File: src/rtl/pkt_source_gen.sv
// Per-port traffic source: LFSR-driven injection decision, destination selection
// (uniform / hotspot / stream) and a first-word-fall-through queue toward the network.
module pkt_source_gen #(
   parameter int unsigned PORT_NO = 0,
   parameter int unsigned PORTS   = 16,
   parameter int unsigned DEST_W  = $clog2(PORTS),
   parameter int unsigned TS_W    = 30,
   parameter int unsigned DEPTH   = 16,
   parameter logic [31:0] SEED    = 32'hACE10001
) (
   input  logic              clk,
   input  logic              rst_n,
   input  logic [TS_W-1:0]   timestamp,
   input  logic [1:0]        mode,
   input  logic [15:0]       rate,
   input  logic [7:0]        hot_frac,
   input  logic [DEST_W-1:0] hot_dest,
   input  logic [TS_W-1:0]   warmup,
   input  logic              net_full,
   output logic              pkt_valid,
   output logic [DEST_W-1:0] pkt_dest,
   output logic [DEST_W-1:0] pkt_source,
   output logic [TS_W-1:0]   pkt_data,
   output logic              fifo_overflow,
   output logic [31:0]       gen_count,
   output logic [15:0]       drop_count
);

   localparam int unsigned AW = $clog2(DEPTH);
   localparam int unsigned CW = $clog2(DEPTH + 1);
   localparam logic [31:0] SEED_MIX  = SEED ^ 32'(PORT_NO + 1);
   localparam logic [31:0] SEED_INIT = (SEED_MIX == 32'd0) ? 32'd1 : SEED_MIX;
   // Feedback terms x^22 + x^2 + x + 1 of the degree-32 polynomial
   localparam logic [31:0] TAPS      = 32'h0040_0007;
   localparam logic [DEST_W-1:0] LAST = DEST_W'(PORTS - 1);
   localparam logic [DEST_W-1:0] SELF = DEST_W'(PORT_NO);
   localparam logic [CW-1:0] FULL_CNT = CW'(DEPTH);

   logic [31:0]       lfsr;
   logic [AW-1:0]     wr_ptr;
   logic [AW-1:0]     rd_ptr;
   logic [CW-1:0]     count;
   logic [DEST_W-1:0] mem_dest [DEPTH];
   logic [TS_W-1:0]   mem_ts   [DEPTH];

   logic [DEST_W-1:0] r_sel;
   logic [DEST_W-1:0] d_fold;
   logic [DEST_W-1:0] uni_dest;
   logic [DEST_W-1:0] dest;
   logic              gen;
   logic              empty;
   logic              full;
   logic              pop;
   logic              push;
   logic              drop;

   // Injection decision and destination for the current cycle
   always_comb begin
      r_sel    = lfsr[16 +: DEST_W];
      d_fold   = (r_sel >= LAST) ? r_sel - LAST : r_sel;
      uni_dest = (d_fold >= SELF) ? d_fold + DEST_W'(1) : d_fold;
      dest     = uni_dest;
      gen      = (mode != 2'd0) && (timestamp >= warmup) && (lfsr[15:0] < rate);
      case (mode)
         2'd2: begin
            if ((lfsr[31:24] < hot_frac) && (hot_dest != SELF)) dest = hot_dest;
         end
         2'd3: begin
            dest = hot_dest;
            if (hot_dest == SELF) gen = 1'b0;
         end
         default: ;
      endcase
   end

   assign empty = (count == '0);
   assign full  = (count == FULL_CNT);
   assign pop   = !empty && !net_full;
   assign push  = gen && (!full || pop);
   assign drop  = gen && full && !pop;

   assign pkt_valid  = pop;
   assign pkt_dest   = mem_dest[rd_ptr];
   assign pkt_data   = mem_ts[rd_ptr];
   assign pkt_source = SELF;

   always_ff @(posedge clk or negedge rst_n) begin
      if (!rst_n) begin
         lfsr          <= SEED_INIT;
         wr_ptr        <= '0;
         rd_ptr        <= '0;
         count         <= '0;
         gen_count     <= '0;
         drop_count    <= '0;
         fifo_overflow <= 1'b0;
      end else begin
         lfsr <= {lfsr[30:0], 1'b0} ^ (lfsr[31] ? TAPS : 32'd0);
         if (push) begin
            wr_ptr    <= wr_ptr + AW'(1);
            gen_count <= gen_count + 32'd1;
         end
         if (pop) rd_ptr <= rd_ptr + AW'(1);
         case ({push, pop})
            2'b10:   count <= count + CW'(1);
            2'b01:   count <= count - CW'(1);
            default: ;
         endcase
         if (drop) begin
            fifo_overflow <= 1'b1;
            if (drop_count != 16'hFFFF) drop_count <= drop_count + 16'd1;
         end
      end
   end

   // Queue storage needs no reset; occupancy gates every read
   always_ff @(posedge clk) begin
      if (push) begin
         mem_dest[wr_ptr] <= dest;
         mem_ts[wr_ptr]   <= timestamp;
      end
   end

endmodule
File: config.mk
export PLATFORM = sky130hd
export DESIGN_NAME = pkt_source_gen
export DESIGN_NICKNAME = d
export VERILOG_FILES = /design/src/rtl/pkt_source_gen.sv
export SDC_FILE = /design/constraint.sdc
export NUM_CORES = 1
export LEC_CHECK = 0
export ABC_CLOCK_PERIOD_IN_PS = 7300
export CAP_MARGIN = 0
export CORE_MARGIN = 2
export CORE_UTILIZATION = 58
export DETAILED_ROUTE_END_ITERATION = 8
export GPL_TIMING_DRIVEN = 0
export PLACE_DENSITY = 0.83
export SKIP_CTS_REPAIR_TIMING = 1
export SYNTH_ARGS = -nofsm -noshare
export SYNTH_HDL_FRONTEND = slang
export SYNTH_SLANG_ARGS = --single-unit
File: constraint.sdc
create_clock -name clk -period 7.3 [get_ports clk]
set_input_delay 0.73 -clock clk [delete_from_list [all_inputs] [get_ports clk]]
set_output_delay 0.73 -clock clk [all_outputs]
set_load 0.01 [all_outputs]
==> Yosys cells after proc, flatten, opt, wreduce, memory -nomap -nowiden <==
Memory sizes are Yosys's and may differ from the RTL's.
Cells that the tools add are included.
{ "word_totals": {"ff_bits": 94, "mem_bits_rw": 544, "input_bits": 93, "output_inout_bits": 88, "word_cells": 57, "mem_count": 2} }
{ "op_classes": {"add_sub_neg": 8, "order_cmp": 5, "n_eq_ne": 6, "n_mux": 10, "n_bitwise": 1, "n_reduce_logical": 18} }
{ "memory_table": {"columns": ["name", "words", "word_bits", "read_ports", "rd_clocked_by_memory_dff", "wr", "line", "text"], "rows": [
  ["mem_ts", 16, 30, 1, 0, 1, "44", "logic [TS_W-1:0] mem_ts [DEPTH];"],
  ["mem_dest", 16, 4, 1, 0, 1, "43", "logic [DEST_W-1:0] mem_dest [DEPTH];"]
]} }
{ "ops": {"columns": ["cell", "n"], "rows": [
  ["32-bit by 1-bit adder with 32-bit output, second input constant", 1],
  ["32-bit by 23-bit XOR with 32-bit output", 1],
  ["30-bit >= comparator", 1],
  ["23-bit 2-to-1 mux", 1],
  ["16-bit by 1-bit adder with 16-bit output, second input constant", 1],
  ["16-bit < comparator", 1],
  ["16-bit inequality test, second input constant", 1],
  ["4-bit by 1-bit adder with 4-bit output, second input constant", 3],
  ["4-bit 2-to-1 mux", 3],
  ["5-bit case mux with 2 select lines", 1],
  ["8-bit < comparator", 1],
  ["4-bit case mux with 2 select lines", 1],
  ["1-bit logical AND", 7],
  ["2-bit == test, second input constant", 3],
  ["5-bit by 1-bit adder with 5-bit output, second input constant", 1],
  ["5-bit == test, second input constant", 1],
  ["5-bit logical NOT", 1],
  ["5-bit by 1-bit subtractor with 5-bit output, second input constant", 1],
  ["4-bit by 1-bit >= comparator with 1-bit output, second input constant", 1],
  ["4-bit >= comparator, second input constant", 1],
  ["1-bit logical NOT", 4],
  ["4-bit logical NOT", 1],
  ["1-bit 2-to-1 mux", 4],
  ["2-bit nonzero test", 2],
  ["5 further kinds", 5]
]} }

==> Logic depth before layout (Yosys ltp) <==
Gate-level depths: netlist (run 1).
{ "depth": {"ltp_word": 8, "ltp_mapped": 18, "mapped_depth_nobuf": 16} }

==> Least setup slack after synthesis (run 1) <==
No wires, ideal clock.
{ "synth_timing": {"kind": "input to register", "startpoint": "in warmup[27]", "endpoint": "mem mem_dest[0][0] (netlist name) (enable)", "setup_time_ns": 0.511, "t_arrival_ns": 5.484, "required_time_ns": 6.789, "slack_ns": 1.305, "path_stages": 10, "path_buffers": 1, "path_cell_list": "inv_1 -> ha_1 -> nand4_2 -> nor4_2 -> a221oi_1 -> nand3_2 -> o211ai_2 -> nor2_1 -> buf_2 -> nor4bb_1"} }
{ "synth_via": {"elab_chain_len": 8} }
{ "synth_lines": {"columns": ["element", "line", "text"], "rows": [
  ["start, declared", "18", "input logic [TS_W-1:0] warmup,"],
  ["30-bit >= comparator *", "63", "gen = (mode != 2'd0) && (timestamp >= warmup) && (lfsr[15:0] < rate);"],
  ["1-bit logical AND * (2 in a row)", "63", null],
  ["1-bit 2-to-1 mux", "70", "if (hot_dest == SELF) gen = 1'b0;"],
  ["1-bit 2-to-1 mux *", "64", "case (mode)"],
  ["1-bit logical AND *", "79", "assign push = gen && (!full || pop);"],
  ["1-bit 2-to-1 mux *", "117", "if (push) begin"],
  ["1-bit 2-to-1 mux (implied by the code) *", "118", "mem_dest[wr_ptr] <= dest;"],
  ["end, declared", "43", null]
]} }
Every way passes the cells marked *; elsewhere a longest branch is shown, timed or not.

==> Worst setup path after layout (run 1) <==
{ "layout_timing": {"startpoint": "in timestamp[13]", "endpoint": "mem mem_ts[0][7] (enable)"} }
{ "layout_via": {"elab_chain_len": 8} }
{ "layout_lines": {"columns": ["element", "line", "text"], "rows": [
  ["start, declared", "13", "input logic [TS_W-1:0] timestamp,"],
  ["30-bit >= comparator *", "63", null],
  ["1-bit logical AND * (2 in a row)", "63", null],
  ["1-bit 2-to-1 mux", "70", null],
  ["1-bit 2-to-1 mux *", "64", null],
  ["1-bit logical AND *", "79", null],
  ["1-bit 2-to-1 mux *", "117", null],
  ["1-bit 2-to-1 mux (implied by the code) *", "119", "mem_ts[wr_ptr] <= timestamp;"],
  ["end, declared", "44", null]
]} }
Marks and branches as above.

==> results of run 1 <==
[worst max-delay path: stages]
cell and delay [ns]:
clkdlybuf4s50_1 0.73, ha_1 0.52, nand4_1 0.30, nor4_1 1.04, a221oi_1 0.22, nand3_2 0.21, o211ai_2 0.15, nor2_1 0.14
buf_2 0.23, nor4bb_4 0.91, buf_8 0.26, buf_8 0.18, buf_6 0.20
[worst paths after layout]
kind                          startpoint            end  slack [ns]  cells past startpoint
max                        timestamp[13]   mem_ts[0][7]        1.76                     13
min                                rst_n  gen_count[26]        0.04                      1
max reg2reg                     lfsr[11]   mem_ts[0][7]        3.53                     12
min reg2reg                     lfsr[20]       lfsr[21]        0.35                      0
max in group asynchronous          rst_n       lfsr[16]        6.52                      2
min in group clk                lfsr[20]       lfsr[21]        0.35                      0
[metal layers]
metal | up-vias | GRT usage [%] | wire (µm)
met4 | 0 | 7.58 | 1410
met2 | 796 | 47.5 | 32600
met3 | 113 | 6.50 | 5760
met5 | - | 0 | 0
li1 | 5937 | - | -
met1 | 7430 | 37.1 | 24000
[sequential cells by signal (all words and copies together), names as in the netlist]
| register | cells |
|---|---|
| lfsr | 32 |
| rd_ptr | 4 |
| gen_count | 32 |
| fifo_overflow | 1 |
| wr_ptr | 4 |
| mem_dest | 64 |
| count | 5 |
| drop_count | 16 |
| mem_ts | 480 |
[cell type report]
cell class	instances	area share (%)
Antenna cell	2	0.0160
Buffer	67	1.02
Clock buffer	69	4.90
Clock inverter	43	1.56
Inverter	61	0.732
Multi-Input combinational cell	570	22.5
Sequential cell	638	59.8
Tap cell	592	2.37
Timing Repair Buffer	204	7.10
[cells by family after synthesis]
kind of cell	Yosys count	share of synthesized area, %
xor gates and xnor gates	60	2.01
adders and majority gates	64	3.09
other	1	0.0143
buffers and inverters	128	2.09
DFF	638	71.4
and+or+nand+nor	195	4.72
AOI/OAI and AO/OA	70	1.78
muxes	177	14.9
[power by group through the flow]
stage	Sequential (W)	Combinational [W]	Clock [W]
after floorplan	0.00442	0.00194	0
after global placement	0.00444	0.00312	0
after detailed placement	0.00445	0.00328	0
after CTS	0.00438	0.00334	0.00324
after global routing	0.00440	0.00349	0.00337
final	0.00439	0.00331	0.00321
[per-stage QoR]
stage / cells / instance area [µm²] / utilization, %
global route: 2244 / 31300 / 70.4
global placement: 2104 / 28700 / 64.6
detailed placement: 2132 / 29200 / 65.8
finish: 2246 / 31300 / 70.4
floorplan: 1336 / 26200 / -
CTS: 2244 / 31300 / 70.4
[cell usage after synthesis, types with 5 or more instances]
library cell  number  share of area (%)
nor2_1            13               0.19
nand2b_1           5               0.12
buf_4              5               0.14
o21ai_0           10               0.19
ha_1              63                3.0
nor4_2            10               0.48
and2_1             6               0.14
nand3_1           32               0.61
nor4_1             6               0.14
and4b_1            8               0.31
nand4_1           25               0.60
inv_1             61               0.87
edfxtp_1         544                 62
and3_1             8               0.19
nor3b_1            5               0.14
buf_1              6              0.086
a21oi_1           26               0.50
dfrtp_1           86                8.2
buf_2             20               0.38
xnor2_1           14               0.47
nand2_1           23               0.33
clkbuf_1          33               0.47
nor3_1            26               0.50
xor2_1            46                1.5
a21o_1            10               0.29
mux4_2           170                 15
and4_1             9               0.30
dfstp_2            8               0.80
[cells in the final DEF (no fill, tap or decap), types with 8 or more instances in the layout]
master / synthesis / layout
buf_12: 0 / 12
clkdlybuf4s50_1: 0 / 175
o21ai_0: 10 / 10
buf_6: 3 / 9
nor2_1: 13 / 13
bufinv_16: 0 / 11
a21o_1: 10 / 10
clkbuf_16: 0 / 59
clkbuf_1: 33 / 41
inv_1: 61 / 61
mux4_2: 170 / 170
clkinv_2: 0 / 13
xor2_1: 46 / 46
nor3_1: 26 / 26
nand2_1: 23 / 23
buf_2: 20 / 21
and4b_2: 0 / 8
nor4_2: 10 / 10
xnor2_1: 14 / 14
and3_1: 8 / 8
nand3_1: 32 / 32
dfstp_2: 8 / 8
dfrtp_1: 86 / 86
nand4_1: 25 / 25
edfxtp_1: 544 / 544
ha_1: 63 / 63
a21oi_1: 26 / 26
buf_8: 0 / 8
clkinv_1: 0 / 14
==> results.toml, run 1 <==
[outcome]
outcome = "finished, final reports clean"

[sta]
max_freq_mhz = 180
finalHoldViolations = 0
whs_ns = 0.0416
rsz0062_at_grt = "no"
maxSlewHeadroom_pct = 24.2
setup_ws_ns = 1.76
clock_skew_ns = 0.0209
finalCriticalPeriod_ns = 5.54
tns_ns = 0
period_share_pct = 75.9
worst_slew_pin_slew_ns = 1.13
setup_violations = 0
finalMaxSlewViolations = 0

[cells_and_area]
finalNetCount = 1758
seqCellArea_um2 = 18700
drive_above_1_share_pct = 22.2
multi_input_area_um2 = 7050
fillers = 2589
area_growth_pct = 19.4

[detailed_routing]
routed_wl_um = 63800
wl_per_cell_um = 28.4
avgViaCountPerCell = 6.36
antenna_left = 0
drc = 0
vias = 14276
drt-initial-drc-count = 1668
firstDrtPassIters = 5

[floorplan]
core_um2 = 44400
die_x_um = 217
start_util_pct = 59.0
ios = 181
die-area_um2 = 46900
die_height_um = 217
num_rows = 77

[clock_tree]
cts.clk_slew.worst_paths_ns = 0.06
clk_latency_ns = 0.62
cts_tree = "built"
clock-sinks = 638
cts_buffers = 59
h-tree-depth = 2
cts_max_path_buffers = 3
root_buffer = "clkbuf_16"

[placed_design]
gp_congestion = 0.816
dp_hpwl_um = 39100
place_ws_ns = 1.12
io_buffers = 176

[worst_setup_path]
timing_worst_setup_path_type = "in -> reg"
crit_path_end_kind = "flop"
worstPathMaxFanout = 17
cp.arrival_ns = 5.85
start_kind = "input pin"
required_ns = 7.61

[global_routing]
grt_pass1_vias = 15030
antenna_found_initial = 1
overflow = 0
grt_pass1_wl_um = 96000
grt_max_degree = 67
grt_use_total_pct = 28.1

[power_and_ir_drop]
ir_worst_vdd_uv = 231
static-leakage-power_nw = 11.0
switching_share_pct = 28.5
p_clk_share_pct = 29.4
power.switching_w = 0.00311
powerDensity_nw_per_um2 = 349
p_comb_share_pct = 30.4
report.power.total_w = 0.0109
p_int_w = 0.00779
p_seq_share_pct = 40.2

[run]
maxCapViolCount = 0

[yosys]
synth_warnings = 0
avgSynthCellArea_um2 = 19.6
syn_inst = 1333
synth_seq_cells = 638
syn_area_um2 = 26200
ys.flop_type = "edfxtp_1"
seq_area_frac_synth_pct = 71.4
synthArstFlopShare_pct = 14.7
synth_edf_count = 544
synth.distinct_cells = 62

[hold_path]
min_path_type = "in -> async"
Note: power is estimated with default switching activity, not from simulation.
==> run 2, diff against run 1 <==
--- a/config.mk
+++ b/config.mk
@@ -5,13 +5,13 @@
 export SDC_FILE = /design/constraint.sdc
 export NUM_CORES = 1
 export LEC_CHECK = 0
-export ABC_CLOCK_PERIOD_IN_PS = 7300
+export ABC_CLOCK_PERIOD_IN_PS = 4500
 export CAP_MARGIN = 0
 export CORE_MARGIN = 2
-export CORE_UTILIZATION = 58
+export CORE_UTILIZATION = 53
 export DETAILED_ROUTE_END_ITERATION = 8
 export GPL_TIMING_DRIVEN = 0
-export PLACE_DENSITY = 0.83
+export PLACE_DENSITY = 0.8
 export SKIP_CTS_REPAIR_TIMING = 1
 export SYNTH_ARGS = -nofsm -noshare
 export SYNTH_HDL_FRONTEND = slang
==> constraint.sdc (replaced) <==
create_clock -name clk -period 4.5 [get_ports clk]
set_input_delay 0.45 -clock clk [delete_from_list [all_inputs] [get_ports clk]]
set_output_delay 0.45 -clock clk [all_outputs]
set_load 0.01 [all_outputs]
==> results.toml, run 2 (synthesis results as in run 1) <==
[worst_setup_path]
reg2reg_from = "lfsr[7]"
crit_path_end_kind = "output port"
reg2reg_to = "count[4]"
start_kind = "flop"
worstPathMaxFanout = 10
cp.arrival_ns = 3.93
ff2ff_path_depth = 17
timing_worst_setup_path_type = "reg -> out"
required_ns = 4.05
r2r_slack_ns = 0.91

[clock_tree]
cts.clk_slew.worst_paths_ns = 0.06
root_buffer = "clkbuf_16"
clock-sinks = 638
cts_tree = "built"
h-tree-depth = 3
cts_buffers = 66
cts_max_path_buffers = 3
clk_latency_ns = 0.61

[power_and_ir_drop]
ir_worst_vdd_uv = 273
static-leakage-power_nw = 11.2
powerDensity_nw_per_um2 = 557

[cells_and_area]
largest-register = "mem_ts"
utilization_pct = 64.4
final_cell_mix = "edfxtp_1 (544), mux4_2 (170), clkdlybuf4s50_1 (156), dfrtp_1 (86), clkbuf_16 (67)"
finalNonFillerCells = 2334
largestRegisters = "mem_ts (480), mem_dest (64)"
drive_above_1_share_pct = 22.2
final_common_cell = "edfxtp_1"
largest_reg_flops = 480
area_growth_pct = 20.1
finalNetCount = 1774

[placed_design]
dpl.cell_count = 2202
place_ws_ns = -1.14
dp_hpwl_um = 37900
io_buffers = 176
gp_congestion = 0.799

[floorplan]
die_x_um = 226
die_height_um = 226
core_um2 = 48800
num_rows = 81
die-area_um2 = 51200
ios = 181
start_util_pct = 53.6

[sta]
finalMaxSlewViolations = 0
max_freq_mhz = 228
clock_skew_ns = 0.0284
worst_slew_pin_slew_ns = 1.10
period_share_pct = 97.3
setup_violations = 0
finalCriticalPeriod_ns = 4.38
setup_ws_ns = 0.119
whs_ns = 0.355
tns_ns = 0
finalHoldViolations = 0
maxSlewHeadroom_pct = 27.0

[hold_path]
min_path_type = "in -> async"

[detailed_routing]
firstDrtPassIters = 6
met2_length_um = 31700
route.top_layer_used = "met5"
wl_met1_um = 23500
avgViaCountPerCell = 6.08
dr_wl_met3_um = 4950
drc = 0
vias = 14194
routed_wl_um = 62100
drt-initial-drc-count = 1353
wl_per_cell_um = 26.6
antenna_left = 0

[global_routing]
grt_max_degree = 64
grt_pass1_vias = 14772
grt_use_total_pct = 25.0
grt_pass1_wl_um = 92800
antenna_found_initial = 4
overflow = 0

[outcome]
outcome = "finished, final reports clean"

[run]
maxCapViolCount = 0
run 2: cell count changes in the layout (fill, tap and decap cells not counted), moves of 2 or more:
cell | previous run | this run
bufinv_16 | 11 | 2
clkbuf_16 | 59 | 67
inv_6 | 3 | 5
clkdlybuf4s50_1 | 175 | 156
dlymetal6s2s_1 | 0 | 19
nor4_4 | 0 | 2
clkbuf_8 | 2 | 0
buf_4 | 6 | 16
clkinv_2 | 13 | 7
clkinv_8 | 0 | 2
clkinv_1 | 14 | 11
clkbuf_1 | 41 | 58
run 2: power by group:
part | switching (W) | internal, W | total [W]
registers | 0.000227 | 0.00688 | 0.00710
logic | 0.00261 | 0.00271 | 0.00531
clock network | 0.00222 | 0.00289 | 0.00510
run 2: critical path: stages (launching register included):
cell,delay (ns)
dfrtp_1,0.45
clkbuf_1,0.62
clkbuf_1,0.79
mux4_2,0.41
mux4_2,0.55
clkdlybuf4s50_1,0.52
run 2: per-stage QoR:
stage	total power, W	cell area [µm²]
2_1_floorplan	0.0103	26200
4_1_cts	0.0176	31300
3_5_place_dp	0.0125	29300
6_report	0.0175	31500
3_3_place_gp	0.0123	28800
5_1_grt	0.0181	31500
run 2: area by class of cell:
cell class              instances  area (µm²)
multi-input cells             570        7070
clock inverters                28         220
inverters                      61         229
diodes                          1        2.50
fillers                      3273       17400
plain buffers                  67         318
clock buffers                  92        1770
flip-flops and latches        638       18700
repair buffers                213        2330
well taps                     664         831
run 2: worst max path at each step:
stage	start	to	slack, ns	depth (start not counted)
finish	rd_ptr[1]	pkt_data[28]	0.12	5
global route	timestamp[14]	count[4]	-0.0006	15
CTS	timestamp[13]	mem_dest[2][0]	-0.56	12
detailed placement	timestamp[11]	mem_ts[2][7]	-1.14	12
global placement	timestamp[13]	mem_ts[1][7]	-6.97	10
floorplan	warmup[27]	mem_dest[3][0]	-1.11	10
run 2: per-layer routing:
| metal | global-route usage [%] | up-vias |
|---|---|---|
| li1 | - | 5975 |
| met1 | 32.9 | 7384 |
| met2 | 42.2 | 694 |
| met3 | 5.05 | 135 |
| met4 | 8.02 | 6 |
| met5 | 0 | - |
==> run 3, diff against run 2 <==
--- a/config.mk
+++ b/config.mk
@@ -11,8 +11,8 @@
 export CORE_UTILIZATION = 53
 export DETAILED_ROUTE_END_ITERATION = 8
 export GPL_TIMING_DRIVEN = 0
+export HOLD_SLACK_MARGIN = 0.05
 export PLACE_DENSITY = 0.8
-export SKIP_CTS_REPAIR_TIMING = 1
 export SYNTH_ARGS = -nofsm -noshare
 export SYNTH_HDL_FRONTEND = slang
 export SYNTH_SLANG_ARGS = --single-unit
==> results.toml, run 3 (synthesis results as in run 1) <==
[cells_and_area]
final_cell_mix = "edfxtp_1 (544), mux4_2 (170), clkdlybuf4s50_1 (156), dfrtp_1 (86), clkbuf_16 (67)"
area_growth_pct = 20.0
drive_above_1_share_pct = 22.0
fillers = 3268
finalNetCount = 1770
largestRegisters = "mem_ts (480), mem_dest (64)"
final_common_cell = "edfxtp_1"
seqCellArea_um2 = 18700
largest-register = "mem_ts"
multi_input_area_um2 = 7070
largest_reg_flops = 480
finalNonFillerCells = 2330

[floorplan]
die-area_um2 = 51200
ios = 181
core_um2 = 48800
num_rows = 81
die_x_um = 226
start_util_pct = 53.6
die_height_um = 226

[sta]
rsz0062_at_grt = "no"
period_share_pct = 97.0
clock_skew_ns = 0.0293
maxSlewHeadroom_pct = 26.4
whs_ns = 0.357
tns_ns = 0
setup_ws_ns = 0.136
finalCriticalPeriod_ns = 4.36
worst_slew_pin_slew_ns = 1.10
max_freq_mhz = 229
finalHoldViolations = 0
setup_violations = 0
finalMaxSlewViolations = 0

[detailed_routing]
avgViaCountPerCell = 6.10
routed_wl_um = 62300
firstDrtPassIters = 5
drt-initial-drc-count = 1344
drc = 0
wl_per_cell_um = 26.8
vias = 14223
antenna_left = 0

[worst_setup_path]
required_ns = 4.05
crit_path_end_kind = "output port"
cp.arrival_ns = 3.91
start_kind = "flop"
worstPathMaxFanout = 10
timing_worst_setup_path_type = "reg -> out"

[global_routing]
grt_max_degree = 64
grt_use_total_pct = 25.0
grt_pass1_wl_um = 93000
overflow = 0
antenna_found_initial = 4
grt_pass1_vias = 14819

[clock_tree]
cts_max_path_buffers = 3
cts_tree = "built"
cts.clk_slew.worst_paths_ns = 0.06
h-tree-depth = 3
clk_latency_ns = 0.61
clock-sinks = 638
cts_buffers = 66
root_buffer = "clkbuf_16"

[hold_path]
min_path_type = "in -> async"

[power_and_ir_drop]
powerDensity_nw_per_um2 = 557
ir_worst_vdd_uv = 273
static-leakage-power_nw = 11.2

[placed_design]
dpl.cell_count = 2202
io_buffers = 176
gp_congestion = 0.799
dp_hpwl_um = 37900
place_ws_ns = -1.14

[run]
maxCapViolCount = 0

[outcome]
outcome = "finished, final reports clean"
[run 3: cell types whose count changed in the layout (fill, tap and decap cells not counted)]
| cell | before | now |
|---|---|---|
| buf_4 | 16 | 12 |
[run 3: per-stage QoR]
| stage | total power (W) | area [µm²] | utilization, % |
|---|---|---|---|
| 6_report | 0.0175 | 31400 | 64.4 |
| 5_1_grt | 0.0181 | 31400 | 64.4 |
| 4_1_cts | 0.0176 | 31400 | 64.2 |
| 3_5_place_dp | 0.0125 | 29300 | 60.0 |
| 3_3_place_gp | 0.0123 | 28800 | 59.0 |
| 2_1_floorplan | 0.0103 | 26200 | - |
[run 3: layout make-up]
type | count | share of cell area, %
Clock inverter | 28 | 0.700
Timing Repair Buffer | 209 | 7.30
Tap cell | 664 | 2.64
Inverter | 61 | 0.728
Multi-Input combinational cell | 570 | 22.5
Sequential cell | 638 | 59.5
Buffer | 67 | 1.01
Antenna cell | 1 | 0.00796
Clock buffer | 92 | 5.63
[run 3: what timing repair did]
| action | CTS | global route |
|---|---|---|
| hold buffers | 1 | 0 |
| pin swaps | 2 | 1 |
| endpoints found under the setup margin | 352 | 2 |
| resized for setup | 2 | 21 |
| hold endpoints to repair | 31 | 0 |
| buffers inserted | 6 | 0 |
[run 3: path summary, 6_finish.rpt]
path                            startpoint            to  slack [ns]  cells past startpoint
worst max-delay path             rd_ptr[1]  pkt_data[25]        0.14                      5
worst min-delay path                 rst_n     wr_ptr[3]        0.36                      2
worst max register to register     lfsr[7]      count[4]        0.93                     17
worst min register to register    lfsr[20]      lfsr[21]        0.36                      0
max in group asynchronous            rst_n      lfsr[27]        3.43                      3
min in group clk                  lfsr[20]      lfsr[21]        0.36                      0
[run 3: routing by layer]
metal	routed length (µm)	global-route usage, %	vias to the layer above
met3	5360	5.03	135
met2	31700	42.3	721
met4	1950	8.00	6
met5	44	0	-
met1	23300	33.1	7397
li1	-	-	5964
[run 3: worst max-delay path, stage by stage (launching register included)]
cell and delay [ns]:
dfrtp_1 0.44, clkbuf_1 0.61, clkbuf_1 0.80, mux4_2 0.45
mux4_2 0.52, clkdlybuf4s50_1 0.50
[run 3: power by group]
part	total, W	internal, W	switching (W)
Combinational	0.00531	0.00270	0.00261
Clock	0.00511	0.00289	0.00222
Sequential	0.00710	0.00688	0.000224
Total	0.0175	0.0125	0.00505
